**config.mk**
```make
export PLATFORM = sky130hd
export DESIGN_NAME = uart_cmd_seq
export DESIGN_NICKNAME = d
export VERILOG_FILES = /design/src/rtl/uart_cmd_seq.sv
export SDC_FILE = /design/constraint.sdc
export NUM_CORES = 1
export LEC_CHECK = 0
export ABC_CLOCK_PERIOD_IN_PS = 2500
export BUFFER_PORTS_ARGS = -buffer_cell sky130_fd_sc_hd__buf_2
export CORE_MARGIN = 2
export CORE_UTILIZATION = 48
export DETAILED_ROUTE_END_ITERATION = 10
export PLACE_DENSITY_LB_ADDON = 0.05
export SYNTH_ARGS = -nofsm -noshare
export SYNTH_HDL_FRONTEND = slang
export SYNTH_SLANG_ARGS = --single-unit
```
**constraint.sdc**
```tcl
create_clock -name sysclk -period 2.5 [get_ports sysclk]
set_input_delay 0.5 -clock sysclk [delete_from_list [all_inputs] [get_ports sysclk]]
set_output_delay 0.5 -clock sysclk [all_outputs]
set_load 0.01 [all_outputs]
```
**src/rtl/uart_cmd_seq.sv**
```systemverilog
// UART command sequencer: parses write (57,reg,data) and read (52,reg) frames,
// drives a simple register-bank bus and queues a one-byte response for the transmitter.
module uart_cmd_seq #(
    parameter logic [15:0] TIMEOUT_CYC = 16'd50000,
    parameter logic [7:0]  ACK_BYTE    = 8'h4B,
    parameter logic [7:0]  ERR_BYTE    = 8'h45
) (
    input  logic       sysclk,
    input  logic       reset,
    input  logic [7:0] rx_data,
    input  logic       rx_valid,
    input  logic       tx_busy,
    output logic [7:0] tx_data,
    output logic       tx_start,
    output logic [7:0] uart_reg,
    output logic [7:0] uart_dbus_in,
    output logic       uart_dbus_w,
    output logic       uart_dbus_r,
    input  logic [7:0] uart_dbus_out,
    output logic       busy,
    output logic       cmd_err
);

    localparam logic [7:0] OP_WR = 8'h57;
    localparam logic [7:0] OP_RD = 8'h52;

    typedef enum logic [2:0] {
        IDLE, GET_REG, GET_DATA, WRITE, READ, SEND
    } state_t;

    state_t      state_q, state_d;
    logic        is_wr_q, is_wr_d;
    logic [7:0]  reg_q, reg_d;
    logic [7:0]  din_q, din_d;
    logic [7:0]  txd_q, txd_d;
    logic [15:0] cnt_q, cnt_d;
    logic        err_q, err_d;
    logic        tmo;

    // Inter-byte timeout only matters while a frame is partially received
    assign tmo = (cnt_q == TIMEOUT_CYC - 16'd1);

    always_ff @(posedge sysclk) begin
        if (reset) begin
            state_q <= IDLE;
            is_wr_q <= 1'b0;
            reg_q   <= 8'h00;
            din_q   <= 8'h00;
            txd_q   <= 8'h00;
            cnt_q   <= 16'd0;
            err_q   <= 1'b0;
        end else begin
            state_q <= state_d;
            is_wr_q <= is_wr_d;
            reg_q   <= reg_d;
            din_q   <= din_d;
            txd_q   <= txd_d;
            cnt_q   <= cnt_d;
            err_q   <= err_d;
        end
    end

    always_comb begin
        state_d     = state_q;
        is_wr_d     = is_wr_q;
        reg_d       = reg_q;
        din_d       = din_q;
        txd_d       = txd_q;
        cnt_d       = cnt_q;
        err_d       = 1'b0;
        tx_start    = 1'b0;
        uart_dbus_w = 1'b0;
        uart_dbus_r = 1'b0;
        case (state_q)
            IDLE: begin
                cnt_d = 16'd0;
                if (rx_valid) begin
                    if (rx_data == OP_WR || rx_data == OP_RD) begin
                        is_wr_d = (rx_data == OP_WR);
                        state_d = GET_REG;
                    end else begin
                        txd_d   = ERR_BYTE;
                        err_d   = 1'b1;
                        state_d = SEND;
                    end
                end
            end
            GET_REG: begin
                if (rx_valid) begin
                    reg_d   = rx_data;
                    cnt_d   = 16'd0;
                    state_d = is_wr_q ? GET_DATA : READ;
                end else if (tmo) begin
                    cnt_d   = 16'd0;
                    err_d   = 1'b1;
                    state_d = IDLE;
                end else begin
                    cnt_d = cnt_q + 16'd1;
                end
            end
            GET_DATA: begin
                if (rx_valid) begin
                    din_d   = rx_data;
                    cnt_d   = 16'd0;
                    state_d = WRITE;
                end else if (tmo) begin
                    cnt_d   = 16'd0;
                    err_d   = 1'b1;
                    state_d = IDLE;
                end else begin
                    cnt_d = cnt_q + 16'd1;
                end
            end
            WRITE: begin
                uart_dbus_w = 1'b1;
                txd_d       = ACK_BYTE;
                state_d     = SEND;
            end
            READ: begin
                uart_dbus_r = 1'b1;
                txd_d       = uart_dbus_out;
                state_d     = SEND;
            end
            SEND: begin
                // Hold the response until the transmitter can take it
                if (!tx_busy) begin
                    tx_start = 1'b1;
                    state_d  = IDLE;
                end
            end
            default: state_d = IDLE;
        endcase
    end

    assign tx_data      = txd_q;
    assign uart_reg     = reg_q;
    assign uart_dbus_in = din_q;
    assign busy         = (state_q != IDLE);
    assign cmd_err      = err_q;

endmodule

```
==> impl_metrics.tcl <==
set metrics [dict create \
    status "complete, no violations" \
    crit_buf_inv 3 \
    top_usage_layer "met2" \
    routed-via-count 1976 \
    fin_ws_ps 396 \
    worst_path_max_delay_cell "or3b_1" \
    synth_cell_types 49 \
    syn_to_final_growth_pct 16.7 \
    root_buffer "clkbuf_8" \
    async_flop_share 0 \
    final_max_slew_viol_count 0 \
    synthAdderAreaFrac 0.00576 \
    holdBufCountCts 0 \
    dp.cells 341 \
    synth_warnings 0 \
    p_per_area_mw_per_mm2 560 \
    drcViolationCount 0 \
    ctsResizeCount 0 \
    grt_util_met3 0.0520 \
    grt_pass1_vias 1750 \
    io_pins 49 \
    synthMuxAreaShare 0.0461 \
    drt_iter0_markers 73 \
    path_clk_slew_ps 80 \
    cts.path.max_buffers 2 \
    dp_hpwl_mm 3.35 \
    drt_wl_total_mm 4.82 \
    place.gp.congestion 0.788 \
    grt.met2_usage 0.305 \
    grt_pass1_wl_mm 8.05 \
    clock.fmax_mhz 475 \
    ys_seq_area_frac 0.415 \
    antenna_found_initial 0 \
    finalHoldViolCount 0 \
    die-area_mm2 0.00508 \
    crit_chain "buf_4 > or3b_1 > inv_2 > buf_2" \
    grt_setup_unrepaired "false" \
    period_share 0.842 \
    cts_setup_buffers 0 \
    num_antenna_cells 0 \
    maxSlewHeadroom 0.579 \
    largest_reg_flops 16 \
    hold_class "primary input to flip-flop" \
    cap_viol_max_count 0 \
    setup-tns-final_ps 0 \
    fp.coreArea_mm2 0.00435 \
    layout.nets 317 \
    postLayoutCellArea_mm2 0.00253 \
    post-route-min-period_ps 2100 \
    dr.pass1.iters 4 \
    grt_overflow 0 \
    io_buffers 48 \
    leakage_nw 0.975 \
    finalSetupViolations 0 \
    arrival_ps 1600 \
    synth_ff_type "dfxtp_1" \
    synthesis.nets 273 \
    track_usage 0.196 \
    worst_slew_pin_slew_ps 629 \
    ir_drop_uv 207 \
    drive_gt1_frac 0.242 \
    initial_core_util 0.499 \
    synthSimpleGateAreaFrac 0.300 \
    crit_fanout 17 \
    finalCoreUtilization 0.582 \
    numCtsBuffers 5 \
    path_class "flip-flop to output port" \
    fp.dieW_um 71.3 \
    fin_cells 349 \
    ant_nets 0 \
    clk_latency_ps 290 \
    synthCells 252 \
    clkSinkCount 45 \
    end_kind "output port" \
    grt_max_degree 34 \
    syn_area_per_cell_um2 8.61 \
    synth_edf_count 0 \
    max_stage_delay_ps 480 \
    drt-vias-per-instance 5.66 \
    pre_cts_slack_ps 615 \
    synth_top_family_by_area "simple AND/OR/NAND/NOR gates" \
    synth_xor_area_frac 0.0121 \
    syn-cell-area_mm2 0.00217 \
    ys_seq_elements 45 \
    place_area_mm2 0.00245 \
    use_met1 0.265 \
    critical-path-top-delay-family "buffers and inverters" \
    h-tree-depth 2 \
    startpoint_type "flip-flop" \
    fp.dieH_um 71.3 \
    required_ps 2000 \
    cts_tree "built" \
    wl_per_cell_um 13.8 \
    largest-register "cnt_q" \
    synth_compound_area_frac 0.181 \
    finClkSkew_ps 3.63 \
    rows 24 \
]
-- cell families after synthesis --
family / count (synthesis)
DFF: 45
xor gates and xnor gates: 3
muxes: 10
adders and majority gates: 1
AOI/OAI and AO/OA: 59
buffers and inverters: 21
and+or+nand+nor: 113
-- per-layer routing --
layer,part of all wire,vias up
met5,0,-
met4,0.012,0
met3,0.051,6
met2,0.45,45
met1,0.49,903
li1,-,1022
-- final cells by class --
| cell class | count | area, um^2 |
|---|---|---|
| flip-flops and latches | 45 | 901 |
| inverters | 4 | 15.0 |
| repair buffers | 54 | 285 |
| clock inverters | 1 | 7.51 |
| fillers | 410 | 1820 |
| well taps | 52 | 65.1 |
| clock buffers | 7 | 76.3 |
| multi-input cells | 186 | 1180 |
-- where the power goes --
part | switching, mW | internal, mW
clock network | 0.241 | 0.198
registers | 0.0187 | 0.743
logic | 0.131 | 0.0875
-- stage by stage --
stage	total power, mW	hold slack, ps
finish	1.42	425
global route	1.48	422
CTS	1.43	422
detailed placement	0.998	443
global placement	0.997	439
floorplan	0.918	432
-- worst paths after layout --
kind                              end  slack, ps  cells after the start                startpoint
min reg2reg  uart_reg[0]$_SDFFE_PP0P_        450                      2  uart_reg[0]$_SDFFE_PP0P_
min           tx_data[7]$_SDFFE_PP0P_        430                      3          uart_dbus_out[7]
max                       uart_dbus_r        400                      4   state_q[2]$_SDFFE_PP0P_
max reg2reg     cnt_q[9]$_SDFFE_PP0P_        580                      6     cnt_q[0]$_SDFFE_PP0P_
-- worst min-delay path: cells and delay by family --
kind                   cells  cell delay [ps]
AO/OA/AOI/OAI              1               40
buffers and inverters      1               80
AND/OR/NAND/NOR            1               70
-- cell usage after synthesis (7+ instances only) --
| library cell | count | area share |
|---|---|---|
| nand2_1 | 27 | 0.047 |
| a31oi_1 | 13 | 0.037 |
| dfxtp_1 | 45 | 0.41 |
| o21ai_0 | 7 | 0.016 |
| nand3_1 | 14 | 0.032 |
| a21oi_1 | 18 | 0.042 |
| clkbuf_1 | 10 | 0.017 |
| nor2_1 | 26 | 0.045 |
| mux2i_1 | 10 | 0.046 |
| buf_2 | 7 | 0.016 |
-- cell usage in the layout, fill, tap and decap left out, drive strengths merged, types with 5 or more instances in the layout --
cell	n
buf	54
a21oi	18
nand4	6
nor4	5
nand3	14
o21ai	7
a31oi	13
clkbuf	7
nand2	27
nor2	26
dfxtp	45
mux2i	10
Power figures use the tool's default switching activity.
